File: config.mk
export PLATFORM = sky130hd
export DESIGN_NAME = ucontrol_collatz_flat
export DESIGN_NICKNAME = d
export VERILOG_FILES = /design/src/rtl/ucontrol_collatz_if.sv /design/src/rtl/ucontrol_collatz.sv /design/src/flat_wrapper.sv
export SDC_FILE = /design/constraint.sdc
export NUM_CORES = 1
export LEC_CHECK = 0
export ABC_CLOCK_PERIOD_IN_PS = 5700
export BUFFER_PORTS_ARGS = -buffer_cell sky130_fd_sc_hd__buf_2
export CAP_MARGIN = 30
export CORE_UTILIZATION = 34
export CTS_BUF_LIST = sky130_fd_sc_hd__clkbuf_8
export DETAILED_ROUTE_END_ITERATION = 8
export PLACE_DENSITY = 0.56
export SETUP_SLACK_MARGIN = 0.02
export SLEW_MARGIN = 30
export SYNTH_ARGS = -nofsm -noshare
export SYNTH_HDL_FRONTEND = slang
export SYNTH_SLANG_ARGS = --single-unit
File: constraint.sdc
create_clock -name uCONTROL_CLOCK_50 -period 5.7 [get_ports uCONTROL_CLOCK_50]
set_clock_uncertainty 0.1 [all_clocks]
set_input_delay 0.285 -clock uCONTROL_CLOCK_50 [delete_from_list [all_inputs] [get_ports uCONTROL_CLOCK_50]]
set_output_delay 0.285 -clock uCONTROL_CLOCK_50 [all_outputs]
set_load 0.05 [all_outputs]
File: src/rtl/ucontrol_collatz_if.sv
// Control/flag/handshake bundle between the Collatz microsequencer
// and the 8-bit register/ALU/shifter datapath plus the system side.
interface ucontrol_collatz_if #(
  parameter int DATAWIDTH_DECODER_SELECTION = 3,
  parameter int DATAWIDTH_MUX_SELECTION     = 3,
  parameter int DATAWIDTH_ALU_SELECTION     = 4
);
  logic uCONTROL_start_InHigh;
  logic uCONTROL_overflow_InLow;
  logic uCONTROL_carry_InLow;
  logic uCONTROL_negative_InLow;
  logic uCONTROL_zero_InLow;

  logic [DATAWIDTH_DECODER_SELECTION-1:0]
    uCONTROL_decoderclearselection_OutBUS;
  logic [DATAWIDTH_DECODER_SELECTION-1:0]
    uCONTROL_decoderloadselection_OutBUS;
  logic [DATAWIDTH_MUX_SELECTION-1:0]
    uCONTROL_muxselectionBUSA_OutBUS;
  logic [DATAWIDTH_MUX_SELECTION-1:0]
    uCONTROL_muxselectionBUSB_OutBUS;
  logic [DATAWIDTH_ALU_SELECTION-1:0]
    uCONTROL_aluselection_OutBUS;
  logic       uCONTROL_regSHIFTERclear_OutLow;
  logic       uCONTROL_regSHIFTERload_OutLow;
  logic [1:0] uCONTROL_regSHIFTERshiftselection_OutLow;
  logic       uCONTROL_busy_OutHigh;
  logic       uCONTROL_done_OutHigh;
  logic       uCONTROL_error_OutHigh;

  modport master (
    input  uCONTROL_start_InHigh,
    input  uCONTROL_overflow_InLow,
    input  uCONTROL_carry_InLow,
    input  uCONTROL_negative_InLow,
    input  uCONTROL_zero_InLow,
    output uCONTROL_decoderclearselection_OutBUS,
    output uCONTROL_decoderloadselection_OutBUS,
    output uCONTROL_muxselectionBUSA_OutBUS,
    output uCONTROL_muxselectionBUSB_OutBUS,
    output uCONTROL_aluselection_OutBUS,
    output uCONTROL_regSHIFTERclear_OutLow,
    output uCONTROL_regSHIFTERload_OutLow,
    output uCONTROL_regSHIFTERshiftselection_OutLow,
    output uCONTROL_busy_OutHigh,
    output uCONTROL_done_OutHigh,
    output uCONTROL_error_OutHigh
  );

  modport slave (
    output uCONTROL_start_InHigh,
    output uCONTROL_overflow_InLow,
    output uCONTROL_carry_InLow,
    output uCONTROL_negative_InLow,
    output uCONTROL_zero_InLow,
    input  uCONTROL_decoderclearselection_OutBUS,
    input  uCONTROL_decoderloadselection_OutBUS,
    input  uCONTROL_muxselectionBUSA_OutBUS,
    input  uCONTROL_muxselectionBUSB_OutBUS,
    input  uCONTROL_aluselection_OutBUS,
    input  uCONTROL_regSHIFTERclear_OutLow,
    input  uCONTROL_regSHIFTERload_OutLow,
    input  uCONTROL_regSHIFTERshiftselection_OutLow,
    input  uCONTROL_busy_OutHigh,
    input  uCONTROL_done_OutHigh,
    input  uCONTROL_error_OutHigh
  );
endinterface

File: src/rtl/ucontrol_collatz.sv
// Microsequencer computing the Collatz step count of FIXED0 into R3
// by driving the register/ALU/shifter datapath one micro-op per cycle.
module ucontrol_collatz #(
  parameter int DATAWIDTH_DECODER_SELECTION = 3,
  parameter int DATAWIDTH_MUX_SELECTION     = 3,
  parameter int DATAWIDTH_ALU_SELECTION     = 4,
  parameter logic [3:0] ALU_OP_PASSA = 4'b0000,
  parameter logic [3:0] ALU_OP_ADD   = 4'b0001,
  parameter logic [3:0] ALU_OP_SUB   = 4'b0010,
  parameter logic [3:0] ALU_OP_AND   = 4'b0011,
  parameter logic [3:0] ALU_OP_INC   = 4'b0100,
  parameter logic [1:0] SHIFT_NONE   = 2'b11,
  parameter logic [1:0] SHIFT_RIGHT  = 2'b01,
  parameter logic [7:0] MAX_STEPS    = 8'd255
) (
  input logic uCONTROL_CLOCK_50,
  input logic uCONTROL_RESET_InLow,
  ucontrol_collatz_if.master bus
);

  localparam int DW = DATAWIDTH_DECODER_SELECTION;
  localparam int MW = DATAWIDTH_MUX_SELECTION;
  localparam int AW = DATAWIDTH_ALU_SELECTION;

  localparam logic [DW-1:0] DEC_R0   = DW'(0);
  localparam logic [DW-1:0] DEC_R1   = DW'(1);
  localparam logic [DW-1:0] DEC_R2   = DW'(2);
  localparam logic [DW-1:0] DEC_R3   = DW'(3);
  localparam logic [DW-1:0] DEC_NONE = {DW{1'b1}};
  localparam logic [MW-1:0] MUX_R0   = MW'(0);
  localparam logic [MW-1:0] MUX_R1   = MW'(1);
  localparam logic [MW-1:0] MUX_R2   = MW'(2);
  localparam logic [MW-1:0] MUX_R3   = MW'(3);
  localparam logic [MW-1:0] MUX_FIX0 = MW'(4);

  typedef enum logic [4:0] {
    IDLE, EX_LDN, WB_LDN, CLR_R1, CLR_R3,
    EX_ONE, WB_ONE, EX_CHK1, EX_PAR,
    EX_HALF, SH_HALF, WB_HALF,
    EX_D2, WB_D2, EX_D3, WB_D3, EX_P1, WB_P1,
    EX_CNT, WB_CNT, DONE, ERR
  } state_t;

  typedef struct packed {
    logic [DW-1:0] dec_clr;
    logic [DW-1:0] dec_ld;
    logic [MW-1:0] mux_a;
    logic [MW-1:0] mux_b;
    logic [AW-1:0] alu;
    logic          sh_clr;
    logic          sh_ld;
    logic [1:0]    sh_sel;
    logic          busy;
    logic          done;
  } ctrl_t;

  state_t state_q, state_d;
  ctrl_t  ctrl_q, ctrl_d;
  logic [7:0] steps_q, steps_d;
  logic err_q, err_d;
  logic start, zero, carry;
  logic unused_flags;

  assign start = bus.uCONTROL_start_InHigh;
  assign zero  = ~bus.uCONTROL_zero_InLow;
  assign carry = ~bus.uCONTROL_carry_InLow;
  assign unused_flags = bus.uCONTROL_negative_InLow
                      ^ bus.uCONTROL_overflow_InLow;

  always_ff @(posedge uCONTROL_CLOCK_50 or negedge uCONTROL_RESET_InLow) begin
    if (!uCONTROL_RESET_InLow) begin
      state_q        <= IDLE;
      steps_q        <= '0;
      err_q          <= 1'b0;
      ctrl_q.dec_clr <= DEC_NONE;
      ctrl_q.dec_ld  <= DEC_NONE;
      ctrl_q.mux_a   <= '0;
      ctrl_q.mux_b   <= '0;
      ctrl_q.alu     <= AW'(ALU_OP_PASSA);
      ctrl_q.sh_clr  <= 1'b1;
      ctrl_q.sh_ld   <= 1'b1;
      ctrl_q.sh_sel  <= SHIFT_NONE;
      ctrl_q.busy    <= 1'b0;
      ctrl_q.done    <= 1'b0;
    end else begin
      state_q <= state_d;
      steps_q <= steps_d;
      err_q   <= err_d;
      ctrl_q  <= ctrl_d;
    end
  end

  // Flags are live for the EX cycle presenting them; branch on them here.
  always_comb begin
    state_d = state_q;
    unique case (state_q)
      IDLE:    if (start) state_d = EX_LDN;
      EX_LDN:  state_d = zero ? ERR : WB_LDN;
      WB_LDN:  state_d = CLR_R1;
      CLR_R1:  state_d = CLR_R3;
      CLR_R3:  state_d = EX_ONE;
      EX_ONE:  state_d = WB_ONE;
      WB_ONE:  state_d = EX_CHK1;
      EX_CHK1: state_d = zero ? DONE : EX_PAR;
      EX_PAR:  state_d = zero ? EX_HALF : EX_D2;
      EX_HALF: state_d = SH_HALF;
      SH_HALF: state_d = WB_HALF;
      WB_HALF: state_d = EX_CNT;
      EX_D2:   state_d = carry ? ERR : WB_D2;
      WB_D2:   state_d = EX_D3;
      EX_D3:   state_d = carry ? ERR : WB_D3;
      WB_D3:   state_d = EX_P1;
      EX_P1:   state_d = carry ? ERR : WB_P1;
      WB_P1:   state_d = EX_CNT;
      EX_CNT:  state_d = WB_CNT;
      WB_CNT:  state_d = (steps_q == MAX_STEPS) ? ERR : EX_CHK1;
      DONE:    state_d = IDLE;
      ERR:     state_d = IDLE;
      default: state_d = IDLE;
    endcase
  end

  always_comb begin
    steps_d = steps_q;
    err_d   = err_q;
    if (state_q == IDLE && start) begin
      steps_d = '0;
      err_d   = 1'b0;
    end else if (state_q == EX_CNT) begin
      steps_d = steps_q + 8'd1;
    end
    if (state_d == ERR) err_d = 1'b1;
  end

  // Controls are decoded from the next state so the registered copy
  // matches the state during the cycle it is presented.
  always_comb begin
    ctrl_d.dec_clr = DEC_NONE;
    ctrl_d.dec_ld  = DEC_NONE;
    ctrl_d.mux_a   = '0;
    ctrl_d.mux_b   = '0;
    ctrl_d.alu     = AW'(ALU_OP_PASSA);
    ctrl_d.sh_clr  = 1'b1;
    ctrl_d.sh_ld   = 1'b1;
    ctrl_d.sh_sel  = SHIFT_NONE;
    ctrl_d.busy    = 1'b1;
    ctrl_d.done    = 1'b0;
    unique case (state_d)
      IDLE: ctrl_d.busy = 1'b0;
      EX_LDN: begin
        ctrl_d.mux_a = MUX_FIX0;
        ctrl_d.sh_ld = 1'b0;
      end
      WB_LDN: ctrl_d.dec_ld  = DEC_R0;
      CLR_R1: ctrl_d.dec_clr = DEC_R1;
      CLR_R3: ctrl_d.dec_clr = DEC_R3;
      EX_ONE: begin
        ctrl_d.mux_a = MUX_R1;
        ctrl_d.alu   = AW'(ALU_OP_INC);
        ctrl_d.sh_ld = 1'b0;
      end
      WB_ONE: ctrl_d.dec_ld = DEC_R1;
      EX_CHK1: begin
        ctrl_d.mux_a = MUX_R0;
        ctrl_d.mux_b = MUX_R1;
        ctrl_d.alu   = AW'(ALU_OP_SUB);
      end
      EX_PAR: begin
        ctrl_d.mux_a = MUX_R0;
        ctrl_d.mux_b = MUX_R1;
        ctrl_d.alu   = AW'(ALU_OP_AND);
      end
      EX_HALF: begin
        ctrl_d.mux_a = MUX_R0;
        ctrl_d.sh_ld = 1'b0;
      end
      SH_HALF: ctrl_d.sh_sel = SHIFT_RIGHT;
      WB_HALF: ctrl_d.dec_ld = DEC_R0;
      EX_D2: begin
        ctrl_d.mux_a = MUX_R0;
        ctrl_d.mux_b = MUX_R0;
        ctrl_d.alu   = AW'(ALU_OP_ADD);
        ctrl_d.sh_ld = 1'b0;
      end
      WB_D2: ctrl_d.dec_ld = DEC_R2;
      EX_D3: begin
        ctrl_d.mux_a = MUX_R2;
        ctrl_d.mux_b = MUX_R0;
        ctrl_d.alu   = AW'(ALU_OP_ADD);
        ctrl_d.sh_ld = 1'b0;
      end
      WB_D3: ctrl_d.dec_ld = DEC_R2;
      EX_P1: begin
        ctrl_d.mux_a = MUX_R2;
        ctrl_d.alu   = AW'(ALU_OP_INC);
        ctrl_d.sh_ld = 1'b0;
      end
      WB_P1: ctrl_d.dec_ld = DEC_R0;
      EX_CNT: begin
        ctrl_d.mux_a = MUX_R3;
        ctrl_d.alu   = AW'(ALU_OP_INC);
        ctrl_d.sh_ld = 1'b0;
      end
      WB_CNT: ctrl_d.dec_ld = DEC_R3;
      DONE, ERR: begin
        ctrl_d.busy = 1'b0;
        ctrl_d.done = 1'b1;
      end
      default: ctrl_d.busy = 1'b0;
    endcase
  end

  assign bus.uCONTROL_decoderclearselection_OutBUS    = ctrl_q.dec_clr;
  assign bus.uCONTROL_decoderloadselection_OutBUS     = ctrl_q.dec_ld;
  assign bus.uCONTROL_muxselectionBUSA_OutBUS         = ctrl_q.mux_a;
  assign bus.uCONTROL_muxselectionBUSB_OutBUS         = ctrl_q.mux_b;
  assign bus.uCONTROL_aluselection_OutBUS             = ctrl_q.alu;
  assign bus.uCONTROL_regSHIFTERclear_OutLow          = ctrl_q.sh_clr;
  assign bus.uCONTROL_regSHIFTERload_OutLow           = ctrl_q.sh_ld;
  assign bus.uCONTROL_regSHIFTERshiftselection_OutLow = ctrl_q.sh_sel;
  assign bus.uCONTROL_busy_OutHigh                    = ctrl_q.busy;
  assign bus.uCONTROL_done_OutHigh                    = ctrl_q.done;
  assign bus.uCONTROL_error_OutHigh                   = err_q;

endmodule

File: src/flat_wrapper.sv
// flat-port wrapper written by rule: the top's interface ports become plain ports
module ucontrol_collatz_flat 
#(
  parameter int DATAWIDTH_DECODER_SELECTION = 3,
  parameter int DATAWIDTH_MUX_SELECTION     = 3,
  parameter int DATAWIDTH_ALU_SELECTION     = 4,
  parameter logic [3:0] ALU_OP_PASSA = 4'b0000,
  parameter logic [3:0] ALU_OP_ADD   = 4'b0001,
  parameter logic [3:0] ALU_OP_SUB   = 4'b0010,
  parameter logic [3:0] ALU_OP_AND   = 4'b0011,
  parameter logic [3:0] ALU_OP_INC   = 4'b0100,
  parameter logic [1:0] SHIFT_NONE   = 2'b11,
  parameter logic [1:0] SHIFT_RIGHT  = 2'b01,
  parameter logic [7:0] MAX_STEPS    = 8'd255
)
  (uCONTROL_CLOCK_50, uCONTROL_RESET_InLow, bus_uCONTROL_start_InHigh, bus_uCONTROL_overflow_InLow, bus_uCONTROL_carry_InLow, bus_uCONTROL_negative_InLow, bus_uCONTROL_zero_InLow, bus_uCONTROL_decoderclearselection_OutBUS, bus_uCONTROL_decoderloadselection_OutBUS, bus_uCONTROL_muxselectionBUSA_OutBUS, bus_uCONTROL_muxselectionBUSB_OutBUS, bus_uCONTROL_aluselection_OutBUS, bus_uCONTROL_regSHIFTERclear_OutLow, bus_uCONTROL_regSHIFTERload_OutLow, bus_uCONTROL_regSHIFTERshiftselection_OutLow, bus_uCONTROL_busy_OutHigh, bus_uCONTROL_done_OutHigh, bus_uCONTROL_error_OutHigh);
  ucontrol_collatz_if #(.DATAWIDTH_DECODER_SELECTION(DATAWIDTH_DECODER_SELECTION), .DATAWIDTH_MUX_SELECTION(DATAWIDTH_MUX_SELECTION), .DATAWIDTH_ALU_SELECTION(DATAWIDTH_ALU_SELECTION)) bus_i ();
  input logic uCONTROL_CLOCK_50;
  input logic uCONTROL_RESET_InLow;
  input wire logic [$bits(bus_i.uCONTROL_start_InHigh)-1:0] bus_uCONTROL_start_InHigh;
  input wire logic [$bits(bus_i.uCONTROL_overflow_InLow)-1:0] bus_uCONTROL_overflow_InLow;
  input wire logic [$bits(bus_i.uCONTROL_carry_InLow)-1:0] bus_uCONTROL_carry_InLow;
  input wire logic [$bits(bus_i.uCONTROL_negative_InLow)-1:0] bus_uCONTROL_negative_InLow;
  input wire logic [$bits(bus_i.uCONTROL_zero_InLow)-1:0] bus_uCONTROL_zero_InLow;
  output wire logic [$bits(bus_i.uCONTROL_decoderclearselection_OutBUS)-1:0] bus_uCONTROL_decoderclearselection_OutBUS;
  output wire logic [$bits(bus_i.uCONTROL_decoderloadselection_OutBUS)-1:0] bus_uCONTROL_decoderloadselection_OutBUS;
  output wire logic [$bits(bus_i.uCONTROL_muxselectionBUSA_OutBUS)-1:0] bus_uCONTROL_muxselectionBUSA_OutBUS;
  output wire logic [$bits(bus_i.uCONTROL_muxselectionBUSB_OutBUS)-1:0] bus_uCONTROL_muxselectionBUSB_OutBUS;
  output wire logic [$bits(bus_i.uCONTROL_aluselection_OutBUS)-1:0] bus_uCONTROL_aluselection_OutBUS;
  output wire logic [$bits(bus_i.uCONTROL_regSHIFTERclear_OutLow)-1:0] bus_uCONTROL_regSHIFTERclear_OutLow;
  output wire logic [$bits(bus_i.uCONTROL_regSHIFTERload_OutLow)-1:0] bus_uCONTROL_regSHIFTERload_OutLow;
  output wire logic [$bits(bus_i.uCONTROL_regSHIFTERshiftselection_OutLow)-1:0] bus_uCONTROL_regSHIFTERshiftselection_OutLow;
  output wire logic [$bits(bus_i.uCONTROL_busy_OutHigh)-1:0] bus_uCONTROL_busy_OutHigh;
  output wire logic [$bits(bus_i.uCONTROL_done_OutHigh)-1:0] bus_uCONTROL_done_OutHigh;
  output wire logic [$bits(bus_i.uCONTROL_error_OutHigh)-1:0] bus_uCONTROL_error_OutHigh;
  assign bus_i.uCONTROL_start_InHigh = bus_uCONTROL_start_InHigh;
  assign bus_i.uCONTROL_overflow_InLow = bus_uCONTROL_overflow_InLow;
  assign bus_i.uCONTROL_carry_InLow = bus_uCONTROL_carry_InLow;
  assign bus_i.uCONTROL_negative_InLow = bus_uCONTROL_negative_InLow;
  assign bus_i.uCONTROL_zero_InLow = bus_uCONTROL_zero_InLow;
  assign bus_uCONTROL_decoderclearselection_OutBUS = bus_i.uCONTROL_decoderclearselection_OutBUS;
  assign bus_uCONTROL_decoderloadselection_OutBUS = bus_i.uCONTROL_decoderloadselection_OutBUS;
  assign bus_uCONTROL_muxselectionBUSA_OutBUS = bus_i.uCONTROL_muxselectionBUSA_OutBUS;
  assign bus_uCONTROL_muxselectionBUSB_OutBUS = bus_i.uCONTROL_muxselectionBUSB_OutBUS;
  assign bus_uCONTROL_aluselection_OutBUS = bus_i.uCONTROL_aluselection_OutBUS;
  assign bus_uCONTROL_regSHIFTERclear_OutLow = bus_i.uCONTROL_regSHIFTERclear_OutLow;
  assign bus_uCONTROL_regSHIFTERload_OutLow = bus_i.uCONTROL_regSHIFTERload_OutLow;
  assign bus_uCONTROL_regSHIFTERshiftselection_OutLow = bus_i.uCONTROL_regSHIFTERshiftselection_OutLow;
  assign bus_uCONTROL_busy_OutHigh = bus_i.uCONTROL_busy_OutHigh;
  assign bus_uCONTROL_done_OutHigh = bus_i.uCONTROL_done_OutHigh;
  assign bus_uCONTROL_error_OutHigh = bus_i.uCONTROL_error_OutHigh;
  ucontrol_collatz #(.DATAWIDTH_DECODER_SELECTION(DATAWIDTH_DECODER_SELECTION), .DATAWIDTH_MUX_SELECTION(DATAWIDTH_MUX_SELECTION), .DATAWIDTH_ALU_SELECTION(DATAWIDTH_ALU_SELECTION), .ALU_OP_PASSA(ALU_OP_PASSA), .ALU_OP_ADD(ALU_OP_ADD), .ALU_OP_SUB(ALU_OP_SUB), .ALU_OP_AND(ALU_OP_AND), .ALU_OP_INC(ALU_OP_INC), .SHIFT_NONE(SHIFT_NONE), .SHIFT_RIGHT(SHIFT_RIGHT), .MAX_STEPS(MAX_STEPS)) u_core (.uCONTROL_CLOCK_50(uCONTROL_CLOCK_50), .uCONTROL_RESET_InLow(uCONTROL_RESET_InLow), .bus(bus_i));
endmodule
Yosys cells after proc, flatten, opt, wreduce, memory -nomap -nowiden
Index checks and enable logic that the tools add are counted.

cells by class
  equality and inequality tests = 41
  mux-type cells = 22
  reductions and logical operators = 14
  $add $sub $neg = 1

operators by type and width
  operator                                       count
  case mux 5 bit (19 select lines)               1
  == test 5 x 4 -> 1 bit, second input constant  16
  == test 5 bit, second input constant           10
  == test 5 x 3 -> 1 bit, second input constant  8
  case mux 3 bit (4 select lines)                3
  2-to-1 mux 5 bit                               6
  == test 5 x 2 -> 1 bit, second input constant  4
  OR reduction 19 bit                            1
  2-to-1 mux 8 bit                               2
  OR reduction 2 bit                             6
  == test 5 x 1 -> 1 bit, second input constant  2
  adder 8 x 1 -> 8 bit, second input constant    1
  == test 8 bit, second input constant           1
  OR reduction 7 bit                             1
  2-to-1 mux 1 bit                               6
  2-to-1 mux 3 bit                               2
  case mux 3 bit (2 select lines)                1
  OR reduction 3 bit                             2
  zero test 5 bit                                1
  nonzero test 2 bit                             2
  2-to-1 mux 2 bit                               1
  logical AND 1 bit                              1

storage, ports and cells
  bits of input ports = 7
  output and inout port bits = 23
  register bits = 32
  logic and storage cells = 90

Depth between registers and ports, before layout
Gate-level depths: netlist (run 1).

  depth after elaboration = 6
  depth in mapped cells = 8
  depth with buffers taken out = 8

Least setup slack after synthesis (run 1)
OpenSTA, ideal clock, no wires.

  path type = flip-flop to flip-flop
  from = reg u_core.state_q[0]
  to = reg u_core.ctrl_q (netlist bit u_core.bus.uCONTROL_busy_OutHigh)
  setup slack = 3820 ps
  arrival = 1708 ps
  data required time = 5528 ps
  path buffers = 0
  stages on the path, launching flop included = 7
  cells stage by stage = dfrtp_1 -> nand2b_1 -> o21a_1 -> a2111o_1 -> a211o_1 -> o21ai_2 -> nand4b_1

RTL lines
  what                    RTL line                RTL
  from (decl)             ucontrol_collatz.sv:57  state_t state_q, state_d;
  from (signal assigned)  ucontrol_collatz.sv:86  state_q <= state_d;
  to (signal assigned)    ucontrol_collatz.sv:89  ctrl_q <= ctrl_d;
  to (decl)               ucontrol_collatz.sv:58  ctrl_t ctrl_q, ctrl_d;

==> reports/results.tsv, run 1 <==
metric	value	unit
status	finished, final reports clean	
end_kind	flop	
setup_ws	3.36	ns
num-nets-final	190	
seqCellArea	759	um^2
yosysUniqueCellTypes	55	
fin_crit_sh	41.1	%
synth_seq_cells	30	
netlist_area	1650	um^2
cts_buffers	5	
preCtsSetupSlack	3.38	ns
synth.area.top_cells	dfrtp_1, dfstp_2, nor2_1	
wl_per_cell	15.0	um
final_layout_size_suffix_gt1_share	25.7	%
grt_pass1_vias	1233	
drc	0	
startpoint_type	flop	
power.density	630	nW/um^2
cts.path.max_buffers	2	
fillers	443	
yosys-top-cells-count	dfrtp_1, nor2_1, buf_4, nand2b_1, dfstp_2	
diodes	0	
die_x	71.6	um
synth-edff-count	0	
synth_warnings	0	
yosysTopAreaCell	dfrtp_1	
yosysTopAreaCellShare	35.0	%
core_area	4500	um^2
ys_seq_area_share	46.1	%
viasPerCell	5.46	
numClockSinks	30	
cts_setup_buffers	0	
max_freq	427	MHz
rsz0062_at_grt	false	
setup-tns-final	0	ns
place_congestion	0.929	
crit_fanout	15	
worstSetupPathType	reg -> reg	
syn2layout_area_growth	11.6	%
finalHoldViolations	0	
io_pins	30	
initial_core_util	36.6	%
arrival	2.45	ns
grt_use_total	15.2	%
clkSlewWorstSetupHoldPaths	0.06	ns
period_needed	2.34	ns
synthArstFlopShare	100	%
worst_pin_slew	0.639	ns
hold_buffers	1	
tritoncts	built	
globalRouteOverflowTotal	0	
drv_slew	0	
die-area	5130	um^2
syn_inst	165	
firstDrtPassIters	4	
vias	1283	
row_count	24	
port_buffers	21	
grt_start_max_net_pins	31	
slew_headroom	57.4	%
post_cts_resized	0	
cap_violations	0	
die_h	71.6	um
cpMaxStageDelayCell	dfrtp_1	
ys.flop_type	dfrtp_1	
path_buf_inv	0	
setup_viol	0	
drt_iter0_drc	71	
cp.required	5.80	ns
grt_pass1_wl	5890	um
path_cells	nand2b_1 > o21a_1 > a2111o_1 > a211o_1 > o21ai_2 > nand4b_1	
synth_area_per_cell	9.98	um^2
final_antenna_net_count	0	
clk_root_buffer_cell	clkbuf_8	
peakVddDrop	0.164	mV
antenna_found_initial	0	
dp_hpwl	2550	um
synth.most_common_cell	dfrtp_1	
htreeDepth	2	
hp-class	in -> reg	
wirelength	3520	um
power_leakage	0.828	nW
cpLargestDelayFamily	compound AO/OA/AOI/OAI gates	
cpPeakStageDelay	0.67	ns
insertion_delay	0.28	ns
multi_input_area	781	um^2
-- worst min-delay path: cells and delay by family --
kind / cells / cell delay, ns
simple gates: 1 / 0.19
buf+inv: 1 / 0.15
compound gates: 1 / 0.10
-- layout make-up --
| class | instances | share of cell area [%] |
|---|---|---|
| Tap cell | 52 | 3.54 |
| Sequential cell | 30 | 41.3 |
| Inverter | 5 | 1.02 |
| Clock buffer | 6 | 4.50 |
| Multi-Input combinational cell | 117 | 42.5 |
| Timing Repair Buffer | 23 | 6.68 |
| Clock inverter | 2 | 0.409 |
-- worst paths after layout --
kind                                                             endpoint  depth (start not counted)  slack (ns)                         startpoint
min in group asynchronous                               u_core.steps_q[2]                          2        0.47               uCONTROL_RESET_InLow
hold / removal             u_core.bus.uCONTROL_muxselectionBUSB_OutBUS[0]                          3        0.39            bus_uCONTROL_zero_InLow
setup reg to reg                         u_core.bus.uCONTROL_busy_OutHigh                          6        3.36                  u_core.state_q[0]
setup / recovery                         u_core.bus.uCONTROL_busy_OutHigh                          6        3.36                  u_core.state_q[0]
hold reg to reg                         u_core.bus.uCONTROL_error_OutHigh                          2        0.45  u_core.bus.uCONTROL_error_OutHigh
max in group asynchronous                u_core.bus.uCONTROL_busy_OutHigh                          2        4.61               uCONTROL_RESET_InLow
-- power breakdown --
part           switching, mW  internal, mW  total [mW]
clock network         0.0724        0.0946       0.167
registers             0.0951         0.304       0.399
logic                  0.403         0.189       0.592
-- flip-flops by register name (all words and copies together), names as in the netlist --
signal,cells
u_core.bus.uCONTROL_aluselection_OutBUS,3
u_core.bus.uCONTROL_regSHIFTERload_OutLow,1
u_core.steps_q,8
u_core.bus.uCONTROL_error_OutHigh,1
u_core.bus.uCONTROL_muxselectionBUSA_OutBUS,3
u_core.state_q,5
u_core.bus.uCONTROL_regSHIFTERshiftselection_OutLow,1
u_core.bus.uCONTROL_decoderclearselection_OutBUS,2
u_core.bus.uCONTROL_done_OutHigh,1
u_core.bus.uCONTROL_busy_OutHigh,1
u_core.bus.uCONTROL_muxselectionBUSB_OutBUS,1
u_core.bus.uCONTROL_decoderloadselection_OutBUS,3
-- layer usage --
metal | GRT usage, % | part of all wire [%] | vias to the layer above
met1 | 19.9 | 46 | 622
met4 | 7.84 | 2.0 | 0
met5 | 0 | 0 | -
met3 | 2.81 | 4.0 | 7
met2 | 24.0 | 48 | 48
li1 | - | - | 606
-- layout by cell type, fill, tap and decap left out, drive strengths merged, types with 5 or more instances in the layout --
| master | netlist | layout |
|---|---|---|
| clkbuf | 2 | 6 |
| dfrtp | 23 | 23 |
| nand2 | 5 | 5 |
| conb | 2 | 6 |
| o21ai | 5 | 5 |
| nand4 | 6 | 6 |
| dfstp | 7 | 7 |
| xor2 | 5 | 5 |
| inv | 5 | 7 |
| nor2 | 23 | 23 |
| nand2b | 8 | 8 |
| and2 | 5 | 5 |
| buf | 15 | 22 |
| nor2b | 5 | 5 |
-- through the flow --
stage / hold WS (ns) / instances / utilization [%] / area, um^2 / total power, mW
detailed placement: 0.246 / 226 / 38.6 / 1740 / 0.990
global placement: 0.235 / 226 / 38.6 / 1740 / 0.980
floorplan: -0.111 / 169 / - / 1660 / 0.873
CTS: 0.395 / 235 / 40.8 / 1840 / 1.16
global route: 0.411 / 235 / 40.8 / 1840 / 1.23
finish: 0.388 / 235 / 40.8 / 1840 / 1.16
-- logic make-up (layout without fill, tap and decap cells) --
kind of cell | Yosys count | count (layout) | synth area share, %
and+or+nand+nor | 65 | 65 | 21.1
AOI/OAI and AO/OA | 36 | 36 | 18.9
DFF | 30 | 30 | 46.1
buffers and inverters | 22 | 36 | 7.75
xor gates and xnor gates | 8 | 8 | 4.26
other | 2 | 6 | 0.456
adders and majority gates | 1 | 1 | 0.760
muxes | 1 | 1 | 0.608
(Power assumes the default switching activity.)
==> inputs of run 2 (changes only) <==
ABC_CLOCK_PERIOD_IN_PS = 2350   (was 5700)
clock period = 2.35 ns   (was 5.7 ns; I/O delays follow)
==> run 2 against run 1 <==
Fmax rose by 6.8%. Largest power group unchanged. Largest cell class unchanged. Setup slack got worse by 3.2 ns. Clock-buffer cell count did not move. Final area rose by 3.1%. Die area did not move. Clock power rose by 150%.
==> reports/results.tsv, run 2 (synthesized netlist as in run 1, its figures left out) <==
metric	value	unit	change
reg.largest.list	u_core.steps_q x8, u_core.state_q x5		
die-area	5130	um^2	unchanged
power	2.88	mW	+150%
cts_setup_buffers	0		unchanged
largest-register	u_core.steps_q		
num-nets-final	197		+3.7%
post_cts_resized	0		unchanged
row_count	24		unchanged
placedCellCount	233		+3.1%
cts.path.max_buffers	2		unchanged
globalRouteOverflowTotal	0		unchanged
initial_core_util	36.6	%	unchanged
drc	0		unchanged
reg2reg_setup_slack	0.15	ns	-3.20 ns
port_buffers	21		unchanged
hold_path_depth	3		unchanged
cp.required	2.46	ns	-3.34 ns
finalInstanceArea	1890	um^2	+3.1%
worstSetupEndpoint	u_core.bus.uCONTROL_busy_OutHigh		
grt_pass1_wl	5790	um	-1.6%
rsz0062_at_grt	false		
layout_commonest_cell	dfrtp_1		
clkSlewWorstSetupHoldPaths	0.06	ns	about the same
htreeDepth	2		unchanged
cap_violations	0		unchanged
layoutNonFillerInstCount	242		+3.0%
worst_pin_slew	0.646	ns	+0.00720 ns
diodes	0		unchanged
final_layout_size_suffix_gt1_share	29.5	%	+3.8 points
worstSetupPathType	reg -> reg		
dp_hpwl	2640	um	+3.4%
firstDrtPassIters	4		unchanged
final_antenna_net_count	0		unchanged
period_needed	2.20	ns	-0.149 ns
power.density	1520	nW/um^2	+140%
numClockSinks	30		unchanged
largest_register_ffs	8		unchanged
worstReg2RegEnd	u_core.bus.uCONTROL_busy_OutHigh		
setup-tns-final	0	ns	unchanged
end_kind	flop		
dpl-instance-area	1790	um^2	+3.0%
core_area	4500	um^2	unchanged
grt_start_max_net_pins	31		unchanged
hold_ws	0.229	ns	-0.159 ns
max_freq	456	MHz	+6.8%
hold_buffers	1		unchanged
die_h	71.6	um	unchanged
insertion_delay	0.27	ns	about the same
cts_buffers	5		unchanged
vias	1259		-1.9%
syn2layout_area_growth	15.0	%	
tritoncts	built		
peakVddDrop	0.453	mV	+180%
status	finished, final reports clean		
slew_headroom	57.0	%	-0.48 points
startpoint_type	flop		
rr_worst_depth	6		unchanged
crit_fanout	13		-2
wl_per_cell	14.4	um	-3.8%
antenna_found_initial	0		unchanged
r2r-start	u_core.state_q[1]		
die_x	71.6	um	unchanged
clk_root_buffer_cell	clkbuf_8		
drt_iter0_drc	91		+28%
wirelength	3490	um	-0.91%
io_pins	30		unchanged
grt_pass1_vias	1223		-0.81%
hp-class	in -> reg		
crit_start	u_core.state_q[1]		
finalHoldViolations	0		unchanged
place_congestion	0.953		+2.6%
grt_use_total	15.0	%	-0.17 points
power_leakage	0.857	nW	+3.4%
drv_slew	0		unchanged
fin_crit_sh	93.4	%	+52 points
arrival	2.30	ns	-0.15 ns
viasPerCell	5.20		-4.7%
final_cell_mix	dfrtp_1, nor2_1, buf_2, nand2b_1, buf_4		
fillers	449		+1.4%
setup_viol	0		unchanged
==> run 2: cell types whose count changed in the layout (fill, tap and decap cells not counted), sizes merged <==
cell	before	now
buf	22	29
inv	7	5
clkinv	0	1
clkinvlp	0	1
==> run 2: report_power, final <==
part,switching [mW],leakage (nW),internal [mW]
sequential,0.195,0.379,0.737
combinational,1.02,0.431,0.511
clock,0.182,0.0472,0.235
==> run 2: layout make-up <==
class	count	area (um^2)	area share, %
clock inverters	2	12.5	0.661
flip-flops and latches	30	759	40.1
well taps	52	65.1	3.43
multi-input cells	117	781	41.2
repair buffers	30	175	9.25
clock buffers	6	82.6	4.36
inverters	5	18.8	0.991
==> run 2: how the worst min path moves through the flow <==
stage | start | endpoint
3_5_place_dp | uCONTROL_RESET_InLow | u_core.steps_q[4]
3_3_place_gp | uCONTROL_RESET_InLow | u_core.steps_q[4]
2_1_floorplan | uCONTROL_RESET_InLow | u_core.bus.uCONTROL_aluselection_OutBUS[0]
4_1_cts | bus_uCONTROL_zero_InLow | u_core.bus.uCONTROL_muxselectionBUSB_OutBUS[0]
5_1_grt | bus_uCONTROL_zero_InLow | u_core.bus.uCONTROL_muxselectionBUSB_OutBUS[0]
6_report | bus_uCONTROL_zero_InLow | u_core.bus.uCONTROL_muxselectionBUSB_OutBUS[0]
==> run 2: per-stage QoR <==
step	utilization, %	setup slack (ns)
3_3_place_gp	39.7	0.213
5_1_grt	42.1	0.0480
3_5_place_dp	39.7	0.168
4_1_cts	42.1	0.168
2_1_floorplan	-	0.470
6_report	42.1	0.155
==> run 2: critical path, stage by stage (launching register included) <==
cell and delay [ns]:
dfrtp_1 0.53, nand2b_1 0.33, o21a_1 0.16, a2111o_1 0.42, a211o_1 0.33, o21ai_2 0.13
nand4b_1 0.12
==> run 2: layer usage <==
layer	global-route usage [%]	share of wire (%)	vias to the layer above
met1	19.3	48	598
met4	7.41	0.77	0
met2	23.7	48	42
met5	0	0	-
met3	3.52	3.6	2
li1	-	-	617
